$ cat src/rtl/dmem_arb_pkg.sv
// Shared types and helpers for the data-memory arbiter: FSM state encoding,
// the full byte-enable constant and the read-modify-write byte merge.
package dmem_arb_pkg;

    typedef enum logic [1:0] {
        ST_IDLE   = 2'd0,
        ST_ACCESS = 2'd1,
        ST_MERGE  = 2'd2,
        ST_RESP   = 2'd3
    } state_t;

    // Upper bound on bus width; callers size-cast into and out of the merge helper.
    localparam int MAX_DATA_WIDTH = 256;
    localparam int MAX_BE_WIDTH   = MAX_DATA_WIDTH / 8;

    localparam logic [MAX_BE_WIDTH-1:0] BE_FULL = '1;

    function automatic logic [MAX_DATA_WIDTH-1:0] byte_merge(
        input logic [MAX_DATA_WIDTH-1:0] new_dat,
        input logic [MAX_DATA_WIDTH-1:0] old_dat,
        input logic [MAX_BE_WIDTH-1:0]   be
    );
        logic [MAX_DATA_WIDTH-1:0] res;
        res = old_dat;
        for (int i = 0; i < MAX_BE_WIDTH; i++) begin
            if (be[i]) res[8*i +: 8] = new_dat[8*i +: 8];
        end
        return res;
    endfunction

endpackage

$ cat src/rtl/rr_arb2.sv
// 2-way round-robin arbiter: a lone requester always wins, a tie goes to the
// requester that did not win last. Purely combinational; grants only when enabled.
module rr_arb2 (
    input  logic [1:0] req,
    input  logic       enable,
    input  logic       last_owner,
    output logic [1:0] gnt,
    output logic       winner
);

    always_comb begin
        winner = (req == 2'b11) ? ~last_owner : req[1];
        gnt    = 2'b00;
        if (enable && (req != 2'b00)) gnt[winner] = 1'b1;
    end

endmodule

$ cat src/rtl/dmem_arbiter.sv
// Shares the single-port data memory between two requesters (round-robin) and
// turns partial-byte stores into read-modify-write sequences; one access in flight.
module dmem_arbiter
    import dmem_arb_pkg::*;
#(
    parameter int DATA_WIDTH = 32,
    parameter int ADDR_WIDTH = 32,
    parameter int BE_WIDTH   = DATA_WIDTH / 8
) (
    input  logic                  clk,
    input  logic                  rst_n,
    input  logic                  r0_req,
    input  logic                  r0_we,
    input  logic [ADDR_WIDTH-1:0] r0_addr,
    input  logic [DATA_WIDTH-1:0] r0_wdata,
    input  logic [BE_WIDTH-1:0]   r0_be,
    output logic                  r0_gnt,
    output logic                  r0_rvalid,
    output logic [DATA_WIDTH-1:0] r0_rdata,
    input  logic                  r1_req,
    input  logic                  r1_we,
    input  logic [ADDR_WIDTH-1:0] r1_addr,
    input  logic [DATA_WIDTH-1:0] r1_wdata,
    input  logic [BE_WIDTH-1:0]   r1_be,
    output logic                  r1_gnt,
    output logic                  r1_rvalid,
    output logic [DATA_WIDTH-1:0] r1_rdata,
    output logic                  mem_wr_en,
    output logic [ADDR_WIDTH-1:0] mem_addr,
    output logic [DATA_WIDTH-1:0] mem_wr_data,
    input  logic [DATA_WIDTH-1:0] mem_rd_data,
    output logic                  busy
);

    localparam logic [ADDR_WIDTH-1:0] ADDR_MASK = ~ADDR_WIDTH'(3);

    state_t                r_state;
    state_t                w_state_nxt;
    logic                  r_last_owner;
    logic                  r_owner;
    logic                  r_we;
    logic [ADDR_WIDTH-1:0] r_addr;
    logic [DATA_WIDTH-1:0] r_wdata;
    logic [BE_WIDTH-1:0]   r_be;
    logic [DATA_WIDTH-1:0] r_rdata;
    logic [DATA_WIDTH-1:0] r_merge;

    logic [1:0]            w_gnt;
    logic                  w_winner;
    logic                  w_arb_en;
    logic                  w_be_full;
    logic                  w_resp;
    logic [DATA_WIDTH-1:0] w_merged;

    // Gating with rst_n keeps grants low while reset is held.
    assign w_arb_en = (r_state == ST_IDLE) && rst_n;

    rr_arb2 u_arb (
        .req        ({r1_req, r0_req}),
        .enable     (w_arb_en),
        .last_owner (r_last_owner),
        .gnt        (w_gnt),
        .winner     (w_winner)
    );

    assign r0_gnt    = w_gnt[0];
    assign r1_gnt    = w_gnt[1];
    assign w_be_full = (r_be == BE_FULL[BE_WIDTH-1:0]);
    assign w_merged  = DATA_WIDTH'(byte_merge(MAX_DATA_WIDTH'(r_wdata),
                                              MAX_DATA_WIDTH'(r_merge),
                                              MAX_BE_WIDTH'(r_be)));

    always_ff @(posedge clk or negedge rst_n) begin
        if (!rst_n) begin
            r_state      <= ST_IDLE;
            r_last_owner <= 1'b1;
            r_owner      <= 1'b0;
            r_we         <= 1'b0;
            r_addr       <= '0;
            r_wdata      <= '0;
            r_be         <= '0;
            r_rdata      <= '0;
            r_merge      <= '0;
        end else begin
            r_state <= w_state_nxt;
            if (w_gnt != 2'b00) begin
                r_owner      <= w_winner;
                r_last_owner <= w_winner;
                r_we         <= w_winner ? r1_we    : r0_we;
                r_addr       <= (w_winner ? r1_addr : r0_addr) & ADDR_MASK;
                r_wdata      <= w_winner ? r1_wdata : r0_wdata;
                r_be         <= w_winner ? r1_be    : r0_be;
            end
            if (r_state == ST_ACCESS) begin
                if (!r_we) r_rdata <= mem_rd_data;
                else if (!w_be_full && (r_be != '0)) r_merge <= mem_rd_data;
            end
        end
    end

    always_comb begin
        w_state_nxt = r_state;
        mem_wr_en   = 1'b0;
        mem_wr_data = '0;
        case (r_state)
            ST_IDLE: begin
                if (w_gnt != 2'b00) w_state_nxt = ST_ACCESS;
            end
            ST_ACCESS: begin
                if (r_we && w_be_full) begin
                    mem_wr_en   = 1'b1;
                    mem_wr_data = r_wdata;
                    w_state_nxt = ST_RESP;
                end else if (r_we && (r_be != '0)) begin
                    w_state_nxt = ST_MERGE;
                end else begin
                    w_state_nxt = ST_RESP;
                end
            end
            ST_MERGE: begin
                mem_wr_en   = 1'b1;
                mem_wr_data = w_merged;
                w_state_nxt = ST_RESP;
            end
            ST_RESP: begin
                w_state_nxt = ST_IDLE;
            end
            default: w_state_nxt = ST_IDLE;
        endcase
    end

    assign mem_addr  = r_addr;
    assign busy      = (r_state != ST_IDLE);
    assign w_resp    = (r_state == ST_RESP);
    assign r0_rvalid = w_resp && !r_owner;
    assign r1_rvalid = w_resp && r_owner;
    // Stores complete with zero data; only a load's owner sees the captured word.
    assign r0_rdata  = (r0_rvalid && !r_we) ? r_rdata : '0;
    assign r1_rdata  = (r1_rvalid && !r_we) ? r_rdata : '0;

endmodule
$ cat config.mk
export PLATFORM = sky130hd
export DESIGN_NAME = dmem_arbiter
export DESIGN_NICKNAME = d
export VERILOG_FILES = /design/src/rtl/dmem_arb_pkg.sv /design/src/rtl/rr_arb2.sv /design/src/rtl/dmem_arbiter.sv
export SDC_FILE = /design/constraint.sdc
export NUM_CORES = 1
export LEC_CHECK = 0
export CELL_PAD_IN_SITES_DETAIL_PLACEMENT = 0
export CELL_PAD_IN_SITES_GLOBAL_PLACEMENT = 2
export CORE_MARGIN = 2
export CORE_UTILIZATION = 27
export DETAILED_ROUTE_END_ITERATION = 10
export GPL_TIMING_DRIVEN = 0
export PLACE_DENSITY_LB_ADDON = 0.1
export RECOVER_POWER = 50
export SYNTH_ARGS = -nofsm -noshare
export SYNTH_HDL_FRONTEND = slang
export SYNTH_SLANG_ARGS = --single-unit
export TNS_END_PERCENT = 100
$ cat constraint.sdc
create_clock -name clk -period 4.5 [get_ports clk]
set_input_delay 0.675 -clock clk [delete_from_list [all_inputs] [get_ports clk]]
set_output_delay 0.675 -clock clk [all_outputs]
set_load 0.02 [all_outputs]
# ---- Word level (Yosys, flattened, before mapping)
# Index checks and enable logic that the tools add are counted.
dict set report totals {
  ff_bits 135
  latch_bits 0
  ramBits 0
  mem_bits_ro 0
  input_bits 174
  wordCells 61
  n_memories 0
}
dict set report classes {
  addsub 0
  mul 0
  n_div 0
  order_cmp 2
  eq_ne 6
  n_shift 0
  n_mux 22
  n_bitwise 2
  n_reduce_logical 20
}
# operator count
set ops {}
lappend ops {{two-way mux 32 bit} 5}
lappend ops {{case mux 32 bit (2 select lines)} 1}
lappend ops {{two-way mux 8 bit} 4}
lappend ops {{logical AND 1 bit} 10}
lappend ops {{case mux 2 bit (4 select lines)} 1}
lappend ops {{== test 2 bit (second input constant)} 3}
lappend ops {{two-way mux 1 bit} 6}
lappend ops {{nonzero test 2 bit} 3}
lappend ops {{== test 4 bit (second input constant)} 1}
lappend ops {{two-way mux 2 bit} 2}
lappend ops {{two-way mux 4 bit} 1}
lappend ops {{nonzero test 4 bit} 1}
lappend ops {{zero test 1 bit} 3}
lappend ops {{AND reduction 3 bit} 1}
lappend ops {{== test 2 x 1 -> 1 bit (second input constant)} 1}
lappend ops {{zero test 2 bit} 1}
lappend ops {{< comparator 1 x 2 -> 1 bit (second input constant)} 1}
lappend ops {{inequality test 2 x 1 -> 1 bit (second input constant)} 1}
lappend ops {{NOT 1 bit} 2}
lappend ops {{case mux 1 bit (2 select lines)} 1}
lappend ops {{AND reduction 2 bit} 1}
lappend ops {{demux 1 bit (select 1 bit)} 1}
lappend ops {{greater-or-equal comparator 1 bit (second input constant)} 1}

# ---- Longest topological paths before layout
# Gate-level depths: netlist of run 1.
dict set report depth {
  ltp_word 10
  mapped_depth 7
}

# ---- Cells and area by module
# Synthesis of run 1 repeated with hierarchy kept, for this count alone.
dict set report hier_totals {
  cells_unflattened 659
  hier_area_um2 7135.6
}
# module instances cells_each area_each_um2 seq_area_each_um2
set modules_own_cells {}
lappend modules_own_cells {dmem_arbiter 1 654 7105.6 3379.5}
lappend modules_own_cells {rr_arb2 1 5 30.0 0.0}

# ---- Least setup slack after synthesis of run 1
# OpenSTA, ideal clock, no wires.
dict set report synth_timing {
  kind {reg2out}
  from {reg r_state[0]}
  to {out mem_wr_data[11]}
  arrival_time_ns 2.000
  required_time_ns 3.825
  slack_ns 1.825
  stages_incl_launch_ff 7
  path_buffers 2
  cell_sequence {dfrtp_1 -> inv_1 -> ha_1 -> buf_2 -> clkbuf_1 -> a21oi_1 -> nor4b_1}
}
dict set report synth_between {
  elab_chain_cells 2
  elab_cells_between_ends 3
  cone_classes {eq/ne (2); mux (1)}
}
# item line
set synth_rtl {}
lappend synth_rtl {{from (decl)} dmem_arbiter.sv:37} ;# state_t r_state;
lappend synth_rtl {{from (signal assigned)} dmem_arbiter.sv:85} ;# r_state <= w_state_nxt;
lappend synth_rtl {{== test 2 bit / == test 2 x 1 -> 1 bit (equally long branches)} dmem_arbiter.sv:105} ;# case (r_state)
lappend synth_rtl {{case mux 32 bit (2 select lines) (*)} dmem_arbiter.sv:105}
lappend synth_rtl {{to (decl)} dmem_arbiter.sv:30} ;# output logic [DATA_WIDTH-1:0] mem_wr_data,
# Mark *: on every way between the ends. The rest lies on a longest branch, timed or not.

# ---- Worst setup path in the final report of run 1
dict set report layout_timing {
  from {reg r_state[0]}
  to {out r0_gnt}
}
dict set report layout_between {
  elab_chain_cells 4
}
# item line
set layout_rtl {}
lappend layout_rtl {{zero test 2 bit} dmem_arbiter.sv:56} ;# assign w_arb_en = (r_state == ST_IDLE) && rst_n;
lappend layout_rtl {{logical AND 1 bit} dmem_arbiter.sv:56}
lappend layout_rtl {{logical AND 1 bit} rr_arb2.sv:14} ;# if (enable && (req != 2'b00)) gnt[winner] = 1'b1;
lappend layout_rtl {{two-way mux 2 bit} rr_arb2.sv:14}
lappend layout_rtl {{to (decl)} dmem_arbiter.sv:17} ;# output logic r0_gnt,
# No other way between the ends.

==> flow_metrics.py, run 1 <==
metrics = {
    "floorplanning": {
        "fp.dieW_um": 162,
        "die-area_um2": 26100,
        "die_y_um": 162,
        "core-area_um2": 24300,
        "ios": 308,
        "core.rowCount": 57,
        "start_util_pct": 27.6,
    },
    "clock_tree": {
        "post_cts_buffers": 0,
        "insertion_delay_ps": 410,
        "cts_resized": 0,
        "ctsLongestPathBuffers": 2,
        "cts_hold_buf": 0,
        "cts.sinks": 135,
        "cts_root_buffer": "clkbuf_16",
        "clkTransAtPathRegs_ps": 60,
        "htreeDepth": 4,
        "cts_buffers": 17,
        "cts_tree": "yes",
    },
    "power": {
        "powerDensity_nw_per_um2": 685,
        "leakage_uw": 0.00435,
        "vdd.ir_drop.worst_mv": 0.257,
    },
    "hold_path": {
        "hold_path_class": "in2async",
    },
    "setup_path": {
        "r2r.worst_path.cells": 6,
        "crit_fanout": 10,
        "cp.required_ps": 3830,
        "slowest_delay_ps": 710,
        "path_cells": "inv_1 -> ha_1 -> nand3_1 -> a21oi_1 -> clkbuf_1 -> clkdlybuf4s50_1",
        "start_kind": "flip-flop",
        "critPathSlowestCell": "clkdlybuf4s50_1",
        "r2r-start": "r_state[1]",
        "endpoint_kind": "output pin",
        "path_buf_inv": 3,
        "cp_top_family": "buffers and inverters",
        "r2r_end": "r_merge[20]",
        "arrival_ps": 3220,
        "rrSetupSlack_ps": 1750,
        "worstSetupPathType": "reg2out",
    },
    "global_routing": {
        "grt_max_degree": 71,
        "grt_pass1_vias": 6329,
        "gr-total-overflow": 0,
        "grt_use_total_pct": 18.4,
        "grt_pass1_wl_um": 36700,
        "antenna_found_initial": 0,
    },
    "final_layout": {
        "syn2layout_area_growth_pct": 60.8,
        "layout-drive-gt1-share_pct": 9.36,
        "diodes": 0,
        "finalInstanceArea_um2": 10800,
        "mostFrequentLayoutCell": "clkdlybuf4s50_1",
        "fin_util_pct": 44.3,
        "layout_common_cells": "270 x clkdlybuf4s50_1, 134 x dfrtp_1, 104 x and2_1, 67 x a221o_1, 37 x a21oi_1",
        "num-fill-cells": 2324,
        "fin_nets": 1086,
    },
    "sta": {
        "finalMaxSlewViolations": 71,
        "setup_violations": 0,
        "rsz0062_at_grt": "false",
        "hold_viol": 0,
        "worstMarginPinSlew_ps": 1760,
        "min_period_over_period_pct": 86.5,
        "clock_skew_ps": 11.8,
        "tns_ps": 0,
        "timing.final.crit_period_ps": 3890,
        "max_freq_mhz": 257,
        "max-slew-margin-rel_pct": -17.1,
    },
    "placement": {
        "io_buffers": 301,
        "dpl_cell_area_um2": 10200,
        "dp_hpwl_um": 19000,
        "place_congestion": 0.795,
    },
    "synth": {
        "ys_types": 31,
        "synthArstFlopShare_pct": 100,
        "synth_enable_flop_cells": 0,
        "synth_cells": 585,
        "yosys_warnings": 0,
        "synth_flop_cell": "dfrtp_1",
        "synth-seq-area-share_pct": 50.4,
        "syn_area_um2": 6700,
        "syn_avg_cell_area_um2": 11.5,
        "ys_ff_latch": 135,
    },
    "route": {
        "dr_total_vias": 5757,
        "wl_per_cell_um": 19.2,
        "first_iter_violations": 229,
        "via_per_inst": 4.63,
        "routed_wl_um": 23800,
        "remaining_drc_errors": 0,
        "ant_nets": 0,
        "drt_pre_antenna_iters": 4,
    },
    "outcome": {
        "status": "finished with violations",
        "violations": "max-capacitance violations, max-slew violations",
    },
    "flow_run": {
        "cap_violations": 1,
    },
}
-- worst register-to-register path, stage by stage, from the launching register on --
cell and delay [ps]:
dfrtp_1 420, inv_1 120, ha_1 190, and2_0 410, nor3b_1 890, buf_6 260, mux2_1 340
-- through the flow --
step	instances	setup WS (ps)	total power (µW)	hold WS [ps]
after global routing	1243	413	7850	309
after floorplan	586	1830	4270	379
final	1243	607	7390	269
after detailed placement	1212	660	5910	478
after CTS	1243	556	7550	292
after global placement	1211	-4110	5850	478
-- worst max path at each step --
stage / startpoint / to / slack, ps / cells past startpoint
after floorplan: r_state[0] / mem_wr_data[11] / 1830 / 6
after global placement: rst_n / mem_addr[16] / -4110 / 6
after detailed placement: rst_n / r0_gnt / 660 / 5
after CTS: r_state[0] / r0_gnt / 560 / 6
after global routing: r_state[0] / r0_gnt / 410 / 6
final: r_state[0] / r0_gnt / 610 / 6
-- cell families after synthesis --
kind of cell / count (synthesis) / share of synthesized area (%)
adder cells (fa/ha/maj): 5 / 0.933
multiplexers: 65 / 10.9
AND/OR/NAND/NOR: 209 / 19.7
buffers and inverters: 57 / 3.90
flip-flops: 135 / 50.4
other: 1 / 0.0559
AO/OA/AOI/OAI: 113 / 14.0
-- layer usage --
layer	part of all wire (%)	GRT usage [%]	up-vias
met5	0	0	-
met2	48	30.7	226
met3	8.0	5.86	16
met4	1.3	5.64	0
li1	-	-	2782
met1	43	22.7	2733
-- registers in the layout (all words and copies together), names as in the netlist --
| register | count |
|---|---|
| mem_addr | 30 |
| r_rdata | 32 |
| r_merge | 32 |
| r_owner | 1 |
| r_state | 2 |
| r_last_owner | 1 |
| r_be | 4 |
| r_we | 1 |
| r_wdata | 32 |
-- power breakdown --
group	switching [µW]	leakage, µW	internal, µW	total, µW
sequential	375	0.00164	1810	2190
clock	547	0.000313	1040	1590
combinational	1810	0.00240	1800	3610
total	2740	0.00435	4650	7390
-- area by class of cell --
cell class / instances / area [µm²] / area share [%]
plain buffers: 48 / 224 / 2.08
multi-input cells: 394 / 3050 / 28.3
clock buffers: 19 / 433 / 4.02
inverters: 9 / 33.8 / 0.314
flip-flops and latches: 135 / 3380 / 31.4
well taps: 324 / 405 / 3.76
clock inverters: 12 / 226 / 2.10
repair buffers: 302 / 3020 / 28.0
-- Yosys cell counts, types with 2 or more instances --
| cell type | n | share of area, % |
|---|---|---|
| nand3_1 | 2 | 0.15 |
| a211oi_2 | 4 | 0.75 |
| clkbuf_1 | 29 | 1.6 |
| nor2_1 | 32 | 1.8 |
| o21ai_0 | 2 | 0.15 |
| inv_1 | 5 | 0.28 |
| buf_2 | 13 | 0.97 |
| dfrtp_1 | 134 | 50 |
| mux2_1 | 32 | 5.4 |
| a21oi_1 | 37 | 2.8 |
| and2_1 | 105 | 9.8 |
| nor4b_1 | 32 | 4.2 |
| mux2_2 | 33 | 5.5 |
| and2_0 | 28 | 2.6 |
| a221o_1 | 67 | 10 |
| buf_6 | 3 | 0.50 |
| nor2b_1 | 5 | 0.47 |
| buf_4 | 2 | 0.22 |
| ha_1 | 5 | 0.93 |
| clkinv_1 | 4 | 0.22 |
No activity file was read; power rests on OpenSTA's default activity.
==> run 2: changes to the inputs <==
ABC_AREA = 1   (was not set)
CORE_UTILIZATION = 24   (was 27)
CTS_CLUSTER_SIZE = 25   (was not set)
clock period = 3.8 ns   (was 4.5 ns; I/O delays follow)
==> run 2 against run 1 <==
The run still ends with max-capacitance violations, max-slew violations left; clock power rose by 10%; synthesized cell count up 78%; global-route usage increased by 0.40 points; critical path depth grew 1; register-to-register slack got worse by 380 ps; cell count is 46% higher; combinational power rose by 16%; flip-flop and latch count stayed put; critical endpoint is now mem_wr_data[2]; largest power group unchanged.
==> flow_metrics.py, run 2 <==
metrics = {
    "outcome": {
        "status": "finished with violations",
        "violations": "max-capacitance violations, max-slew violations",
    },
    "global_routing": {
        "grt_max_degree": 70,
        "antenna_found_initial": 0,
        "grt_pass1_wl_um": 47800,
        "gr-total-overflow": 0,
        "grtUsageMet2_pct": 32.4,
        "grt_use_total_pct": 18.8,
        "grt_pass1_vias": 7996,
        "use_met1_pct": 24.8,
        "busiest_layer": "met2",
        "grt_use_met3_pct": 3.56,
    },
    "synth": {
        "yosys_warnings": 0,
        "ys_ff_latch": 135,
        "ys_types": 29,
        "synthArstFlopShare_pct": 100,
        "synth_flop_cell": "dfrtp_1",
        "synth.area.top_cells": "dfrtp_1 43%, nand2_1 22%, inv_1 4.9%, o21ai_1 4.1%, nand3_2 3.7%",
        "synth_area_leader_cell": "dfrtp_1",
        "netlist_top_cells_count": "448 x nand2_1, 134 x dfrtp_1, 103 x inv_1",
        "synth-seq-area-share_pct": 43.2,
        "yosysMostFrequentCell": "nand2_1",
        "syn_avg_cell_area_um2": 7.49,
        "syn_area_um2": 7820,
        "synth_cells": 1043,
        "synth_top_area_share_pct": 42.9,
        "synth_enable_flop_cells": 0,
    },
    "placement": {
        "dpl_cell_area_um2": 11400,
        "place_congestion": 0.765,
        "io_buffers": 301,
        "dp_hpwl_um": 24000,
    },
    "clock_tree": {
        "cts_buffers": 17,
        "insertion_delay_ps": 430,
        "clkTransAtPathRegs_ps": 70,
        "htreeDepth": 4,
        "cts_root_buffer": "clkbuf_16",
        "cts_hold_buf": 0,
        "ctsLongestPathBuffers": 2,
        "cts.sinks": 135,
        "cts_tree": "yes",
        "post_cts_buffers": 0,
        "cts_resized": 0,
    },
    "sta": {
        "max_freq_mhz": 285,
        "setup_violations": 0,
        "hold_viol": 0,
        "max-slew-margin-rel_pct": -22.4,
        "whs_ps": 147,
        "worstMarginPinSlew_ps": 1840,
        "min_period_over_period_pct": 92.4,
        "rsz0062_at_grt": "false",
        "clock_skew_ps": 15.2,
        "finalMaxSlewViolations": 70,
        "timing.final.crit_period_ps": 3510,
    },
    "route": {
        "remaining_drc_errors": 0,
        "dr_total_vias": 7707,
        "first_iter_violations": 391,
        "via_per_inst": 4.24,
        "drt_pre_antenna_iters": 5,
        "routed_wl_um": 31300,
        "wl_per_cell_um": 17.2,
        "ant_nets": 0,
    },
    "power": {
        "total_power_uw": 8530,
        "seq_power_share_pct": 30.5,
        "leakage_uw": 0.00543,
        "sw_frac_of_total_pct": 44.7,
        "vdd.ir_drop.worst_mv": 0.375,
        "p_int_uw": 4720,
        "power_frac_comb_pct": 49.0,
        "clkPwrFrac_pct": 20.5,
        "powerDensity_nw_per_um2": 721,
        "p_sw_uw": 3810,
    },
    "final_layout": {
        "ff_latch_area_um2": 3380,
        "syn2layout_area_growth_pct": 51.4,
        "layout_common_cells": "449 x nand2_1, 300 x clkdlybuf4s50_1, 134 x dfrtp_1, 103 x inv_1, 71 x nor2_1",
        "layout-drive-gt1-share_pct": 11.2,
        "multi_input_area_um2": 3440,
        "finalInstanceArea_um2": 11800,
        "diodes": 0,
        "mostFrequentLayoutCell": "nand2_1",
        "top_regs": "r_merge (32), r_rdata (32), r_wdata (32)",
        "fin_nets": 1544,
        "num-fill-cells": 3540,
    },
    "setup_path": {
        "arrival_ps": 2940,
        "path_cells": "inv_1 -> ha_1 -> buf_2 -> clkbuf_1 -> o211ai_1 -> a21oi_2 -> clkdlybuf4s50_1",
        "start_kind": "flip-flop",
        "endpoint_kind": "output pin",
        "cp.required_ps": 3230,
        "crit_fanout": 10,
        "slowest_delay_ps": 660,
        "critPathSlowestCell": "clkdlybuf4s50_1",
        "rrSetupSlack_ps": 1370,
        "worstSetupPathType": "reg2out",
    },
    "floorplanning": {
        "core-area_um2": 32300,
        "die-area_um2": 34000,
        "core.rowCount": 66,
        "die_y_um": 184,
        "start_util_pct": 24.2,
        "ios": 308,
        "fp.dieW_um": 184,
    },
    "flow_run": {
        "cap_violations": 1,
    },
    "hold_path": {
        "hold_path_class": "in2async",
    },
}
## run 2: cell types whose count changed after synthesis, sizes merged, moves of 32 or more
cell / previous run / this run
buf: 18 / 55
a221o: 67 / 0
mux2: 65 / 0
and2: 133 / 0
nor4b: 32 / 0
nand2: 1 / 453
inv: 5 / 108
o21ai: 2 / 100
nor2: 32 / 72
## run 2: layout make-up
type	count	share of cell area, %
multi-input cells	731	29.1
flip-flops and latches	135	28.6
repair buffers	302	25.5
well taps	442	4.67
plain buffers	70	3.67
clock buffers	17	3.60
inverters	108	3.47
clock inverters	14	1.40
## run 2: critical path: cells and delay by family (launching register included)
kind / cells / cell delay, ps
buffers and inverters: 4 / 1540
DFF: 1 / 420
AOI/OAI and AO/OA: 2 / 410
adders and majority gates: 1 / 150
## run 2: power groups by stage
stage / Sequential, µW / Clock, µW / Combinational, µW
floorplan: 2640 / 0 / 2510
finish: 2600 / 1750 / 4180
detailed placement: 2630 / 0 / 4420
global placement: 2620 / 0 / 4400
global route: 2680 / 1870 / 4670
CTS: 2610 / 1800 / 4430
## run 2: logic make-up (layout without fill, tap and decap cells)
logic type	count (synthesis)	count (layout)	synth area share (%)
buffers and inverters	178	511	11.3
adder cells (fa/ha/maj)	5	5	0.800
other	1	2	0.0480
flip-flops	135	135	43.2
AO/OA/AOI/OAI	165	165	14.5
AND/OR/NAND/NOR	559	559	30.1
## run 2: through the flow
stage                     setup WS, ps  instances  utilization [%]  TNS (ps)
final                              288       1819             36.6         0
after floorplan                   1670       1044                -         0
after global placement           -5230       1787             35.3   -861350
after detailed placement           441       1788             35.4         0
after global routing              87.1       1819             36.6         0
after CTS                          244       1819             37.2         0
## run 2: worst paths after layout
path,from,end,depth (start not counted)
max,r_state[0],mem_wr_data[2],7
min,rst_n,mem_addr[24],1
max reg2reg,r_state[1],r_merge[9],7
min reg2reg,r_last_owner,r_last_owner,2
max in group asynchronous,rst_n,r_rdata[21],2
min in group clk,r_last_owner,r_last_owner,2
## run 2: per-layer routing
layer  part of all wire, %  wire length, µm
met1                    46            14300
met2                    49            15400
met3                   4.4             1370
met4                  0.65              204
met5                     0                0
==> run 3: changes to the inputs <==
GPL_TIMING_DRIVEN = not set   (was 0)
==> run 3 against run 2 <==
The flow still finishes with violations (max-capacitance violations, max-slew violations); global-route usage fell by 1.9 points; sequential share of layout area rose by 0.40 points; largest power group unchanged; critical path type unchanged; largest cell class is now multi-input combinational cells; die area did not move; routed wire length fell by 9.4%; fmax rose by 9.8%; utilization fell by 0.50 points; combinational power fell by 4%; clock skew fell by 11 ps; sequential power barely moved; final area fell by 1.4%; clock-buffer cell count rose by 5; first-iteration DRC count fell by 2.0%.
==> flow_metrics.py, run 3 (same netlist as run 2, synthesis figures left out) <==
metrics = {
    "global_routing": {
        "grt_pass1_vias": 7286,
        "gr-total-overflow": 0,
        "grt_max_degree": 85,
        "grt_use_total_pct": 16.9,
        "grt_pass1_wl_um": 43000,
        "antenna_found_initial": 1,
    },
    "clock_tree": {
        "cts_hold_buf": 0,
        "insertion_delay_ps": 420,
        "cts_tree": "yes",
        "cts_root_buffer": "clkbuf_16",
        "ctsLongestPathBuffers": 2,
        "clkTransAtPathRegs_ps": 60,
        "cts.sinks": 135,
        "post_cts_buffers": 0,
        "cts_resized": 0,
        "cts_buffers": 17,
        "htreeDepth": 4,
    },
    "route": {
        "remaining_drc_errors": 0,
        "via_per_inst": 4.12,
        "wl_per_cell_um": 16.0,
        "routed_wl_um": 28300,
        "dr_total_vias": 7284,
        "first_iter_violations": 383,
        "drt_pre_antenna_iters": 4,
        "ant_nets": 0,
    },
    "sta": {
        "max-slew-margin-rel_pct": -26.0,
        "max_freq_mhz": 313,
        "clock_skew_ps": 4.72,
        "finalWorstSetupSlack_ps": 602,
        "timing.final.crit_period_ps": 3200,
        "finalMaxSlewViolations": 184,
        "worstMarginPinSlew_ps": 1890,
        "min_period_over_period_pct": 84.2,
        "hold_viol": 0,
        "tns_ps": 0,
        "whs_ps": 22.4,
        "rsz0062_at_grt": "false",
        "setup_violations": 0,
    },
    "final_layout": {
        "layout_common_cells": "447 x nand2_1, 269 x clkdlybuf4s50_1, 134 x dfrtp_1, 103 x inv_1, 70 x nor2_1",
        "syn2layout_area_growth_pct": 49.3,
        "finalInstanceArea_um2": 11700,
        "fin_util_pct": 36.1,
        "top_regs": "r_merge (32), r_rdata (32), r_wdata (32)",
        "fin_nets": 1492,
        "mostFrequentLayoutCell": "nand2_1",
        "num-fill-cells": 3472,
        "layout-drive-gt1-share_pct": 10.8,
    },
    "hold_path": {
        "hold_path_class": "in2async",
    },
    "floorplanning": {
        "fp.dieW_um": 184,
        "start_util_pct": 24.2,
        "core-area_um2": 32300,
        "ios": 308,
        "die_y_um": 184,
        "core.rowCount": 66,
        "die-area_um2": 34000,
    },
    "power": {
        "leakage_uw": 0.00536,
        "vdd.ir_drop.worst_mv": 0.329,
        "seq_power_share_pct": 30.6,
        "clkPwrFrac_pct": 22.0,
        "p_int_uw": 4850,
        "sw_frac_of_total_pct": 42.7,
        "p_sw_uw": 3610,
        "powerDensity_nw_per_um2": 724,
        "power_frac_comb_pct": 47.4,
    },
    "setup_path": {
        "r2r_end": "r_merge[11]",
        "rrSetupSlack_ps": 940,
        "start_kind": "flip-flop",
        "r2r-start": "r_state[1]",
        "arrival_ps": 2630,
        "endpoint_kind": "output pin",
        "worstSetupPathType": "reg2out",
        "r2r.worst_path.cells": 7,
        "crit_fanout": 33,
        "cp.required_ps": 3230,
    },
    "placement": {
        "dp_hpwl_um": 20400,
        "post-place-ws_ps": 1020,
        "dpl_cell_area_um2": 11100,
        "io_buffers": 301,
        "place_congestion": 0.725,
    },
    "outcome": {
        "violations": "max-capacitance violations, max-slew violations",
        "status": "finished with violations",
    },
    "flow_run": {
        "cap_violations": 3,
    },
}
## run 3: power by group through the flow
stage          registers, µW  logic (µW)  clock network (µW)
2_1_floorplan           2640        2510                   0
3_3_place_gp            2620        4180                   0
3_5_place_dp            2630        4200                   0
4_1_cts                 2610        4210                1920
5_1_grt                 2680        4490                1980
6_report                2590        4010                1860
## run 3: layer usage
| metal | GRT usage [%] | wire (µm) | vias up | share of wire, % |
|---|---|---|---|---|
| li1 | - | - | 3753 | - |
| met1 | 21.1 | 12600 | 3364 | 44 |
| met2 | 29.7 | 14300 | 157 | 50 |
| met3 | 3.75 | 1250 | 10 | 4.4 |
| met4 | 3.62 | 227 | 0 | 0.80 |
| met5 | 0 | 0 | - | 0 |
## run 3: layout make-up
cell class	instances	area (µm²)	share of cell area, %
tap	442	553	4.74
timing repair buffer	320	3160	27.1
sequential	135	3380	29.0
antenna	1	2.50	0.0214
multi-input combinational	731	3510	30.1
inverter	108	410	3.52
clock buffer	22	484	4.15
clock inverter	10	166	1.43
## run 3: stage by stage
stage	std cells	total power, µW
after detailed placement	1736	6830
after floorplan	1044	5150
after global placement	1736	6800
after global routing	1769	9150
final	1769	8450
after CTS	1768	8740
## run 3: how the worst max path moves through the flow
stage	from	endpoint	slack (ps)	depth (start not counted)
CTS	r_be[2]	mem_wr_data[19]	550	7
detailed placement	r_be[2]	mem_wr_data[19]	1020	7
floorplan	r_state[0]	r0_rdata[10]	1670	6
global placement	r_be[2]	mem_wr_data[19]	1000	7
global route	r1_req	mem_addr[7]	410	7
finish	r_be[2]	mem_wr_data[19]	600	7
## run 3: critical path, stage by stage, from the launching register on
cell	delay, ps
dfrtp_1	390
nand2_4	70
inv_4	70
nand2_8	70
nor2_8	550
nand3_1	140
a21oi_1	230
clkdlybuf4s50_1	650
